==> src/rtl/mem_port_arbiter_if.sv <==
// Fetch, data and downstream memory handshakes of mem_port_arbiter in one bundle.
// The arbiter uses the slave view; the core and bus bridge side uses the master view.
`timescale 1ns/1ps
interface mem_port_arbiter_if;
    logic        i_req;
    logic [31:0] i_addr;
    logic [31:0] i_rdata;
    logic        i_ack;
    logic        d_req;
    logic        d_wr;
    logic [3:0]  d_wstrb;
    logic [31:0] d_addr;
    logic [31:0] d_wdata;
    logic [31:0] d_rdata;
    logic        d_ack;
    logic        m_req;
    logic        m_wr;
    logic [3:0]  m_wstrb;
    logic [31:0] m_addr;
    logic [31:0] m_wdata;
    logic [31:0] m_rdata;
    logic        m_ready;
    logic        stall_if;
    logic        stall_mem;
    logic        bus_err;

    modport slave (
        input  i_req, i_addr, d_req, d_wr, d_wstrb, d_addr, d_wdata, m_rdata, m_ready,
        output i_rdata, i_ack, d_rdata, d_ack, m_req, m_wr, m_wstrb, m_addr, m_wdata,
               stall_if, stall_mem, bus_err
    );

    modport master (
        output i_req, i_addr, d_req, d_wr, d_wstrb, d_addr, d_wdata, m_rdata, m_ready,
        input  i_rdata, i_ack, d_rdata, d_ack, m_req, m_wr, m_wstrb, m_addr, m_wdata,
               stall_if, stall_mem, bus_err
    );
endinterface

==> src/rtl/mem_port_arbiter.sv <==
// Shares one memory port between fetch (I) and data (D) requesters, one transaction at a time.
// Define MEM_ARB_TIMEOUT_EN to abort a transaction after TIMEOUT_CYC cycles without m_ready.
//
// state  | meaning
// IDLE   | nothing outstanding; picks the next requester
// BUSY_I | fetch presented downstream, waiting for m_ready
// BUSY_D | data access presented downstream, waiting for m_ready
`timescale 1ns/1ps
module mem_port_arbiter #(
    parameter int STARVE_LIMIT = 4,
    parameter int TIMEOUT_CYC  = 255
) (
    input logic               clk,
    input logic               rst,
    mem_port_arbiter_if.slave bus
);
    typedef enum logic [1:0] {IDLE = 2'd0, BUSY_I = 2'd1, BUSY_D = 2'd2} stateT;

    localparam logic [3:0] STARVE_MAX = 4'(STARVE_LIMIT);

    generate
        if (STARVE_LIMIT < 1 || STARVE_LIMIT > 15) begin : gBadStarve
            $error("STARVE_LIMIT must be in 1..15");
        end
        if (TIMEOUT_CYC < 1) begin : gBadTimeout
            $error("TIMEOUT_CYC must be at least 1");
        end
    endgenerate

    stateT       state, stateNext;
    logic [3:0]  starveCnt;
    logic        starveHit, grantI, grantD, busy, finish, timeout, busErr;
    logic        mReq, mWr;
    logic [3:0]  mWstrb;
    logic [31:0] mAddr, mWdata;
    logic        iAck, dAck;
    logic [31:0] iRdata, dRdata;

    assign busy      = (state != IDLE);
    assign starveHit = bus.i_req && (starveCnt == STARVE_MAX);
    assign grantD    = (state == IDLE) && bus.d_req && !starveHit;
    assign grantI    = (state == IDLE) && bus.i_req && !grantD;
    assign finish    = busy && (bus.m_ready || timeout);

    always_ff @(posedge clk or posedge rst) begin
        if (rst) state <= IDLE;
        else     state <= stateNext;
    end

    always_comb begin
        stateNext = state;
        unique case (state)
            IDLE: begin
                if (grantD)      stateNext = BUSY_D;
                else if (grantI) stateNext = BUSY_I;
            end
            BUSY_I, BUSY_D: begin
                if (finish) stateNext = IDLE;
            end
            default: stateNext = IDLE;
        endcase
    end

    // A timed-out transaction completes with zero data instead of whatever m_rdata holds.
    always_comb begin
        iAck   = 1'b0;
        dAck   = 1'b0;
        iRdata = '0;
        dRdata = '0;
        if (finish) begin
            if (state == BUSY_I) begin
                iAck   = 1'b1;
                iRdata = bus.m_ready ? bus.m_rdata : '0;
            end
            if (state == BUSY_D) begin
                dAck   = 1'b1;
                dRdata = bus.m_ready ? bus.m_rdata : '0;
            end
        end
    end

    always_ff @(posedge clk or posedge rst) begin
        if (rst) begin
            mReq   <= 1'b0;
            mWr    <= 1'b0;
            mWstrb <= '0;
            mAddr  <= '0;
            mWdata <= '0;
        end else if (grantD) begin
            mReq   <= 1'b1;
            mWr    <= bus.d_wr;
            mWstrb <= bus.d_wstrb;
            mAddr  <= bus.d_addr;
            mWdata <= bus.d_wdata;
        end else if (grantI) begin
            mReq   <= 1'b1;
            mWr    <= 1'b0;
            mWstrb <= '0;
            mAddr  <= bus.i_addr;
            mWdata <= '0;
        end else if (finish) begin
            mReq <= 1'b0;
        end
    end

    // Counts data grants taken while fetch was also waiting; reaching the limit hands the next slot to fetch.
    always_ff @(posedge clk or posedge rst) begin
        if (rst) begin
            starveCnt <= '0;
        end else if (grantI) begin
            starveCnt <= '0;
        end else if (grantD) begin
            if (!bus.i_req)                    starveCnt <= '0;
            else if (starveCnt != STARVE_MAX)  starveCnt <= starveCnt + 4'd1;
        end
    end

`ifdef MEM_ARB_TIMEOUT_EN
    localparam int                WAIT_W    = $clog2(TIMEOUT_CYC + 1);
    localparam logic [WAIT_W-1:0] WAIT_LOAD = WAIT_W'(TIMEOUT_CYC);
    localparam logic [WAIT_W-1:0] WAIT_ONE  = WAIT_W'(1);

    logic [WAIT_W-1:0] waitLeft;

    assign timeout = busy && !bus.m_ready && (waitLeft == '0);

    always_ff @(posedge clk or posedge rst) begin
        if (rst) begin
            waitLeft <= WAIT_LOAD;
            busErr   <= 1'b0;
        end else begin
            if (grantD || grantI)
                waitLeft <= WAIT_LOAD;
            else if (busy && !bus.m_ready && (waitLeft != '0))
                waitLeft <= waitLeft - WAIT_ONE;
            if (timeout)
                busErr <= 1'b1;
        end
    end
`else
    assign timeout = 1'b0;
    assign busErr  = 1'b0;
`endif

    assign bus.m_req     = mReq;
    assign bus.m_wr      = mWr;
    assign bus.m_wstrb   = mWstrb;
    assign bus.m_addr    = mAddr;
    assign bus.m_wdata   = mWdata;
    assign bus.i_ack     = iAck;
    assign bus.d_ack     = dAck;
    assign bus.i_rdata   = iRdata;
    assign bus.d_rdata   = dRdata;
    assign bus.stall_if  = bus.i_req && !iAck;
    assign bus.stall_mem = bus.d_req && !dAck;
    assign bus.bus_err   = busErr;
endmodule

==> src/flat_wrapper.sv <==
// flat-port wrapper written by rule: the top's interface ports become plain ports
module mem_port_arbiter_flat 
#(
    parameter int STARVE_LIMIT = 4,
    parameter int TIMEOUT_CYC  = 255
)
  (clk, rst, bus_i_req, bus_i_addr, bus_d_req, bus_d_wr, bus_d_wstrb, bus_d_addr, bus_d_wdata, bus_m_rdata, bus_m_ready, bus_i_rdata, bus_i_ack, bus_d_rdata, bus_d_ack, bus_m_req, bus_m_wr, bus_m_wstrb, bus_m_addr, bus_m_wdata, bus_stall_if, bus_stall_mem, bus_bus_err);
  mem_port_arbiter_if bus_i ();
  input logic clk;
  input logic rst;
  input wire logic [$bits(bus_i.i_req)-1:0] bus_i_req;
  input wire logic [$bits(bus_i.i_addr)-1:0] bus_i_addr;
  input wire logic [$bits(bus_i.d_req)-1:0] bus_d_req;
  input wire logic [$bits(bus_i.d_wr)-1:0] bus_d_wr;
  input wire logic [$bits(bus_i.d_wstrb)-1:0] bus_d_wstrb;
  input wire logic [$bits(bus_i.d_addr)-1:0] bus_d_addr;
  input wire logic [$bits(bus_i.d_wdata)-1:0] bus_d_wdata;
  input wire logic [$bits(bus_i.m_rdata)-1:0] bus_m_rdata;
  input wire logic [$bits(bus_i.m_ready)-1:0] bus_m_ready;
  output wire logic [$bits(bus_i.i_rdata)-1:0] bus_i_rdata;
  output wire logic [$bits(bus_i.i_ack)-1:0] bus_i_ack;
  output wire logic [$bits(bus_i.d_rdata)-1:0] bus_d_rdata;
  output wire logic [$bits(bus_i.d_ack)-1:0] bus_d_ack;
  output wire logic [$bits(bus_i.m_req)-1:0] bus_m_req;
  output wire logic [$bits(bus_i.m_wr)-1:0] bus_m_wr;
  output wire logic [$bits(bus_i.m_wstrb)-1:0] bus_m_wstrb;
  output wire logic [$bits(bus_i.m_addr)-1:0] bus_m_addr;
  output wire logic [$bits(bus_i.m_wdata)-1:0] bus_m_wdata;
  output wire logic [$bits(bus_i.stall_if)-1:0] bus_stall_if;
  output wire logic [$bits(bus_i.stall_mem)-1:0] bus_stall_mem;
  output wire logic [$bits(bus_i.bus_err)-1:0] bus_bus_err;
  assign bus_i.i_req = bus_i_req;
  assign bus_i.i_addr = bus_i_addr;
  assign bus_i.d_req = bus_d_req;
  assign bus_i.d_wr = bus_d_wr;
  assign bus_i.d_wstrb = bus_d_wstrb;
  assign bus_i.d_addr = bus_d_addr;
  assign bus_i.d_wdata = bus_d_wdata;
  assign bus_i.m_rdata = bus_m_rdata;
  assign bus_i.m_ready = bus_m_ready;
  assign bus_i_rdata = bus_i.i_rdata;
  assign bus_i_ack = bus_i.i_ack;
  assign bus_d_rdata = bus_i.d_rdata;
  assign bus_d_ack = bus_i.d_ack;
  assign bus_m_req = bus_i.m_req;
  assign bus_m_wr = bus_i.m_wr;
  assign bus_m_wstrb = bus_i.m_wstrb;
  assign bus_m_addr = bus_i.m_addr;
  assign bus_m_wdata = bus_i.m_wdata;
  assign bus_stall_if = bus_i.stall_if;
  assign bus_stall_mem = bus_i.stall_mem;
  assign bus_bus_err = bus_i.bus_err;
  mem_port_arbiter #(.STARVE_LIMIT(STARVE_LIMIT), .TIMEOUT_CYC(TIMEOUT_CYC)) u_core (.clk(clk), .rst(rst), .bus(bus_i));
endmodule
==> config.mk <==
export PLATFORM = sky130hd
export DESIGN_NAME = mem_port_arbiter_flat
export DESIGN_NICKNAME = d
export VERILOG_FILES = /design/src/rtl/mem_port_arbiter_if.sv /design/src/rtl/mem_port_arbiter.sv /design/src/flat_wrapper.sv
export SDC_FILE = /design/constraint.sdc
export NUM_CORES = 1
export LEC_CHECK = 0
export ABC_AREA = 1
export ABC_CLOCK_PERIOD_IN_PS = 3500
export CAP_MARGIN = 20
export CORE_ASPECT_RATIO = 0.8
export CORE_MARGIN = 2
export CORE_UTILIZATION = 37
export CTS_CLUSTER_DIAMETER = 120
export DETAILED_ROUTE_END_ITERATION = 8
export PLACE_DENSITY = 0.85
export SLEW_MARGIN = 0
export SYNTH_ARGS = -nofsm -noshare
export SYNTH_HDL_FRONTEND = slang
export SYNTH_SLANG_ARGS = --single-unit
==> constraint.sdc <==
create_clock -name clk -period 3.5 [get_ports clk]
set_input_delay 0.7 -clock clk [delete_from_list [all_inputs] [get_ports clk]]
set_output_delay 0.7 -clock clk [all_outputs]
set_load 0.05 [all_outputs]
== Word level (Yosys, flattened, before mapping) ==
Index checks and enable logic that the tools add are counted.

* Equal/unequal tests: 7
* $add $sub $neg: 1
* Reductions and logical operators: 19
* Multiplexer cells: 28

{| class="wikitable"
|+ Operators with widths
! cell !! count
|-
| two-way mux 32 bit || 9
|-
| two-way mux 4 bit || 6
|-
| two-way mux 1 bit || 9
|-
| logical AND 1 bit || 8
|-
| two-way mux 2 bit || 3
|-
| inequality test 3 x 1 -> 1 bit (second input constant) || 2
|-
| adder 4 x 1 -> 4 bit (second input constant) || 1
|-
| == test 4 x 3 -> 1 bit (second input constant) || 1
|-
| logical NOT 1 bit || 4
|-
| inequality test 4 x 3 -> 1 bit (second input constant) || 1
|-
| one-hot mux 2 bit (2 select lines) || 1
|-
| AND reduction 2 bit || 2
|-
| nonzero test 2 bit || 2
|-
| nonzero test 3 bit || 1
|-
| == test 2 x 1 -> 1 bit (second input constant) || 1
|-
| == test 2 bit (second input constant) || 1
|-
| logical NOT 2 bit || 1
|-
| inequality test 2 x 1 -> 1 bit (second input constant) || 1
|-
| OR reduction 2 bit || 1
|}

* Register bits: 76
* Output and inout port bits: 139
* Word-level logic and storage cells: 62
* Input bits: 138

== Depth between registers and ports, before layout ==
* Depth in word-level cells: 9
* Gate-level depth with buffers: 11
* Gate-level depth less buffers: 9

== Worst setup path before layout ==
No wires, ideal clock.

* Path type: register -> output
* From: register u_core.state[0]
* To: output bus_d_rdata[22]
* Cell stages (with the launch flop): 10
* Arrival: 1.861 ns
* Setup slack: 0.939 ns
* Buffers on the path: 2
* Data required time: 2.800 ns
* Cells stage by stage: dfrtp_1 > inv_1 > ha_1 > buf_4 > inv_1 > nand2_1 > inv_1 > nand2_2 > buf_2 > nor2_1

* Word-level cells in the longest chain between the ends: 3
* Elaborated cells on any way between the ends: 5
* Classes of those cells: eq/ne (1); mux (2); reduce/logical (2)

{| class="wikitable"
|+ RTL lines
! element !! RTL line !! source
|-
| start: declaration || mem_port_arbiter.sv:30 || <nowiki>stateT state, stateNext;</nowiki>
|-
| start signal: assignment || mem_port_arbiter.sv:47 || <nowiki>else state <= stateNext;</nowiki>
|-
| == test 2 bit or nonzero test 2 bit (tied branches) || mem_port_arbiter.sv:75, mem_port_arbiter.sv:39 ||
|-
| two-way mux 32 bit or logical AND 1 bit (tied branches) || mem_port_arbiter.sv:75, mem_port_arbiter.sv:43 ||
|-
| two-way mux 32 bit * || mem_port_arbiter.sv:70 || <nowiki>if (finish) begin</nowiki>
|-
| end: declaration || flat_wrapper.sv:22 || <nowiki>output wire logic [$bits(bus_i.d_rdata)-1:0] bus_d_rdata;</nowiki>
|}

Every way passes the cells marked *; elsewhere a longest branch is shown, timed or not.

== Worst setup path after layout ==
* From: input bus_m_ready
* To: output bus_i_rdata[20]

* Word-level cells in the longest chain between the ends: 3
* Elaborated cells on any way between the ends: 4
* Classes of those cells: mux (3); reduce/logical (1)

{| class="wikitable"
|+ RTL lines
! element !! RTL line !! source
|-
| start: declaration || flat_wrapper.sv:19 || <nowiki>input wire logic [$bits(bus_i.m_ready)-1:0] bus_m_ready;</nowiki>
|-
| two-way mux 32 bit || mem_port_arbiter.sv:73 || <nowiki>iRdata = bus.m_ready ? bus.m_rdata : '0;</nowiki>
|-
| two-way mux 32 bit || mem_port_arbiter.sv:71 || <nowiki>if (state == BUSY_I) begin</nowiki>
|-
| two-way mux 32 bit * || mem_port_arbiter.sv:70 ||
|-
| end: declaration || flat_wrapper.sv:20 || <nowiki>output wire logic [$bits(bus_i.i_rdata)-1:0] bus_i_rdata;</nowiki>
|}

Marked as above.

==> flow_metrics.tcl <==
set metrics [dict create \
    synth.area.top_cells "dfrtp_1 43%, nand2_1 19%, inv_1 9.5%" \
    drive_gt1_frac 0.1118 \
    cts_hold_repair.buffers 0 \
    worst_setup_path_end_kind "output port" \
    max_freq_mhz 350.6 \
    timing.max_slew.rel_slack 0.5860 \
    clk_path_buf_depth 2 \
    post-synth-top-area-cell "dfrtp_1" \
    proportion_of_synthesized_chip_area_in_sequential_cells 0.4315 \
    cts_sinks 76 \
    syn-mean-instance-area_um2 6.866 \
    run_status "finished clean" \
    post-route-period-util 0.8150 \
    peakVddDrop_mv 0.5295 \
    1st_iter_drt_viols 201 \
    post_synth_inst_count 642 \
    clock_tree.htree_level_count 3 \
    post-dp-hpwl_mm 10.22 \
    timing.final.hold_violations 0 \
    place.gp.congestion 0.8232 \
    grt_antenna_before_repair 0 \
    floorplan.die.height_um 101.6 \
    leakage_nw 4.028 \
    synth_seq_cells 76 \
    clk_pin_slew_ns 0.06 \
    num-fill-cells 1034 \
    start_kind "input pin" \
    rsz_0062_raised_after_global_routing "no" \
    cts-root-buf "clkbuf_16" \
    total_power_mw 6.829 \
    rows 35 \
    port-buffer-count 275 \
    post_synth_num_cell_types 20 \
    via_count_of_the_first_global_routing_pass 4482 \
    sum_of_buffers_and_inverters_on_the_critical_path 3 \
    critical-path-max-stage-delay_ns 0.45 \
    antennaDiodeCount 0 \
    wl_per_cell_um 13.76 \
    routed_wirelength_mm 14.46 \
    cts_inserted_buffers 9 \
    grt.overflow.total 0 \
    initial_utilization 0.3813 \
    final.setup_skew_ns 0.009165 \
    cap_viol_max_count 0 \
    synth_nets 785 \
    post_drt_via_cell_ratio 4.540 \
    top_level_ports 277 \
    synth_top_cell_area_share 0.4315 \
    fin_tns_setup_ns 0 \
    timing_max_transition_violations_final 0 \
    post-cts-setup-buffers 0 \
    coreArea_mm2 0.01156 \
    antenna_violating_nets_post_route 0 \
    synthToLayoutAreaGrowth_pct 66.48 \
    vias 4772 \
    timing.critical_path.required_ns 2.80 \
    final_nets 1041 \
    finalCriticalPeriod_ns 2.853 \
    synth.cell_area_mm2 0.004408 \
    wire_length_of_the_first_global_routing_pass_mm 22.93 \
    timing_worst_slew_pin_value_ns 0.6188 \
    power.density_cell_area_mw_per_mm2 930.6 \
    post_cts_resized 0 \
    maximum_fanout_encountered_on_the_critical_timing_path 34 \
    ys_warn_count 0 \
    cpLargestDelayFamily "buffers and inverters" \
    finalSetupViolations 0 \
    tritoncts "built" \
    grt_start_max_net_pins 77 \
    track_usage 0.2225 \
    slowest_stage "clkdlybuf4s50_1" \
    clk_latency_worst_skew_pair_ns 0.33 \
    final_core_utilization 0.6347 \
    critical_path_class "input pin to output port" \
    floorplan_die_area_mm2 0.01281 \
    critPathArrivalTime_ns 2.15 \
    ff2ff_setup_slack_ns 1.11 \
    cp_cell_sequence "clkdlybuf4s50_1 -> nand2_1 -> inv_1 -> nand2_2 -> nor2_1 -> buf_4" \
    min-delay-path-class "flip-flop to flip-flop" \
    route.detailed.drc 0 \
    die_width_um 126.0 \
    drt_pass_1_iters 5 \
]
[synthesized netlist by cell type]
cell type and instances:
conb_1 1, a21oi_1 1, o21ai_2 1, nor2_4 1, inv_1 111, nand3b_1 32
nand2_1 226, buf_6 2, nand3_1 74, nor2_1 65, ha_1 5, inv_2 2
nand4_1 1, dfrtp_1 76, buf_2 29, buf_4 8, xnor2_1 1, o21ai_0 2
nand2_2 2, nand2_4 2
[cell usage in the layout (no fill, tap or decap), drive strengths merged]
cell type | Yosys | final
a21oi | 1 | 1
nor2 | 66 | 66
nand3b | 32 | 32
xnor2 | 1 | 1
dfrtp | 76 | 76
nand2 | 230 | 230
o21ai | 3 | 3
clkdlybuf4s50 | 0 | 207
nand4 | 1 | 1
conb | 1 | 1
clkinvlp | 0 | 4
nand3 | 74 | 74
buf | 39 | 77
ha | 5 | 5
clkbuf | 0 | 10
inv | 113 | 114
clkinv | 0 | 1
[tightest hold or removal path, cell delays in order (launching register included)]
cell and delay [ns]:
dfrtp_1 0.34, nand2_1 0.05, nand2_1 0.06
[power by group]
group	internal, mW	switching (mW)
clock	0.485	0.381
sequential	1.32	0.253
combinational	1.40	2.99
total	3.21	3.62
[registers in the layout (all words and copies together), names as in the netlist]
signal              cells
u_core.bus.m_wr         1
u_core.bus.m_req        1
u_core.bus.m_wstrb      4
u_core.starveCnt        4
u_core.bus.m_wdata     32
u_core.bus.m_addr      32
u_core.state            2
[stage by stage]
step           hold slack, ns  setup slack, ns  std cells  area [µm²]
3_5_place_dp           0.4656           0.6488       1035        7062
4_1_cts                0.4840           0.6454       1051        7338
6_report               0.4775           0.6474       1051        7338
3_3_place_gp           0.4628           0.6623       1035        7062
5_1_grt                0.5089           0.4887       1051        7338
2_1_floorplan          0.4657           0.8617        642        4408
[routing by layer]
| metal | share of wire | track usage | routed length, µm | vias to the layer above |
|---|---|---|---|---|
| li1 | - | - | - | 2415 |
| met1 | 0.43 | 0.2869 | 6197 | 2181 |
| met2 | 0.48 | 0.3706 | 6903 | 166 |
| met3 | 0.087 | 0.06920 | 1256 | 10 |
| met4 | 0.0069 | 0.05241 | 100 | 0 |
| met5 | 0 | 0 | 0 | - |
[final cells by class]
cell class                 instances  area (µm²)  area share
timing repair buffer             284        2688      0.3662
sequential                        76        1902      0.2592
multi-input combinational        414        1862      0.2537
inverter                         113       425.4     0.05797
clock buffer                      10       229.0     0.03120
tap                              148       185.2     0.02523
clock inverter                     6       47.55    0.006479
[cell families (layout without fill, tap and decap cells)]
group	Yosys count	in the layout	share of synthesized area
xor+xnor	1	1	0.001987
other cells	1	1	0.0008507
simple gates	403	403	0.3982
flops	76	76	0.4314
compound gates	4	4	0.005392
buf+inv	152	413	0.1479
fa+ha+maj	5	5	0.01419
[path summary, 6_finish.rpt]
kind,start,end,cells past startpoint
setup reg to reg,u_core.state[0]$_DFFE_PP0P_,u_core.bus.m_addr[31]$_DFFE_PP0P_,9
setup / recovery,bus_m_ready,bus_i_rdata[20],6
min in group asynchronous,rst,u_core.bus.m_addr[20]$_DFFE_PP0P_,3
hold reg to reg,u_core.bus.m_wdata[10]$_DFFE_PP0P_,u_core.bus.m_wdata[10]$_DFFE_PP0P_,2
max in group asynchronous,rst,u_core.bus.m_wdata[4]$_DFFE_PP0P_,3
hold / removal,u_core.bus.m_wdata[10]$_DFFE_PP0P_,u_core.bus.m_wdata[10]$_DFFE_PP0P_,2
Note: power is estimated with default switching activity, not from simulation.
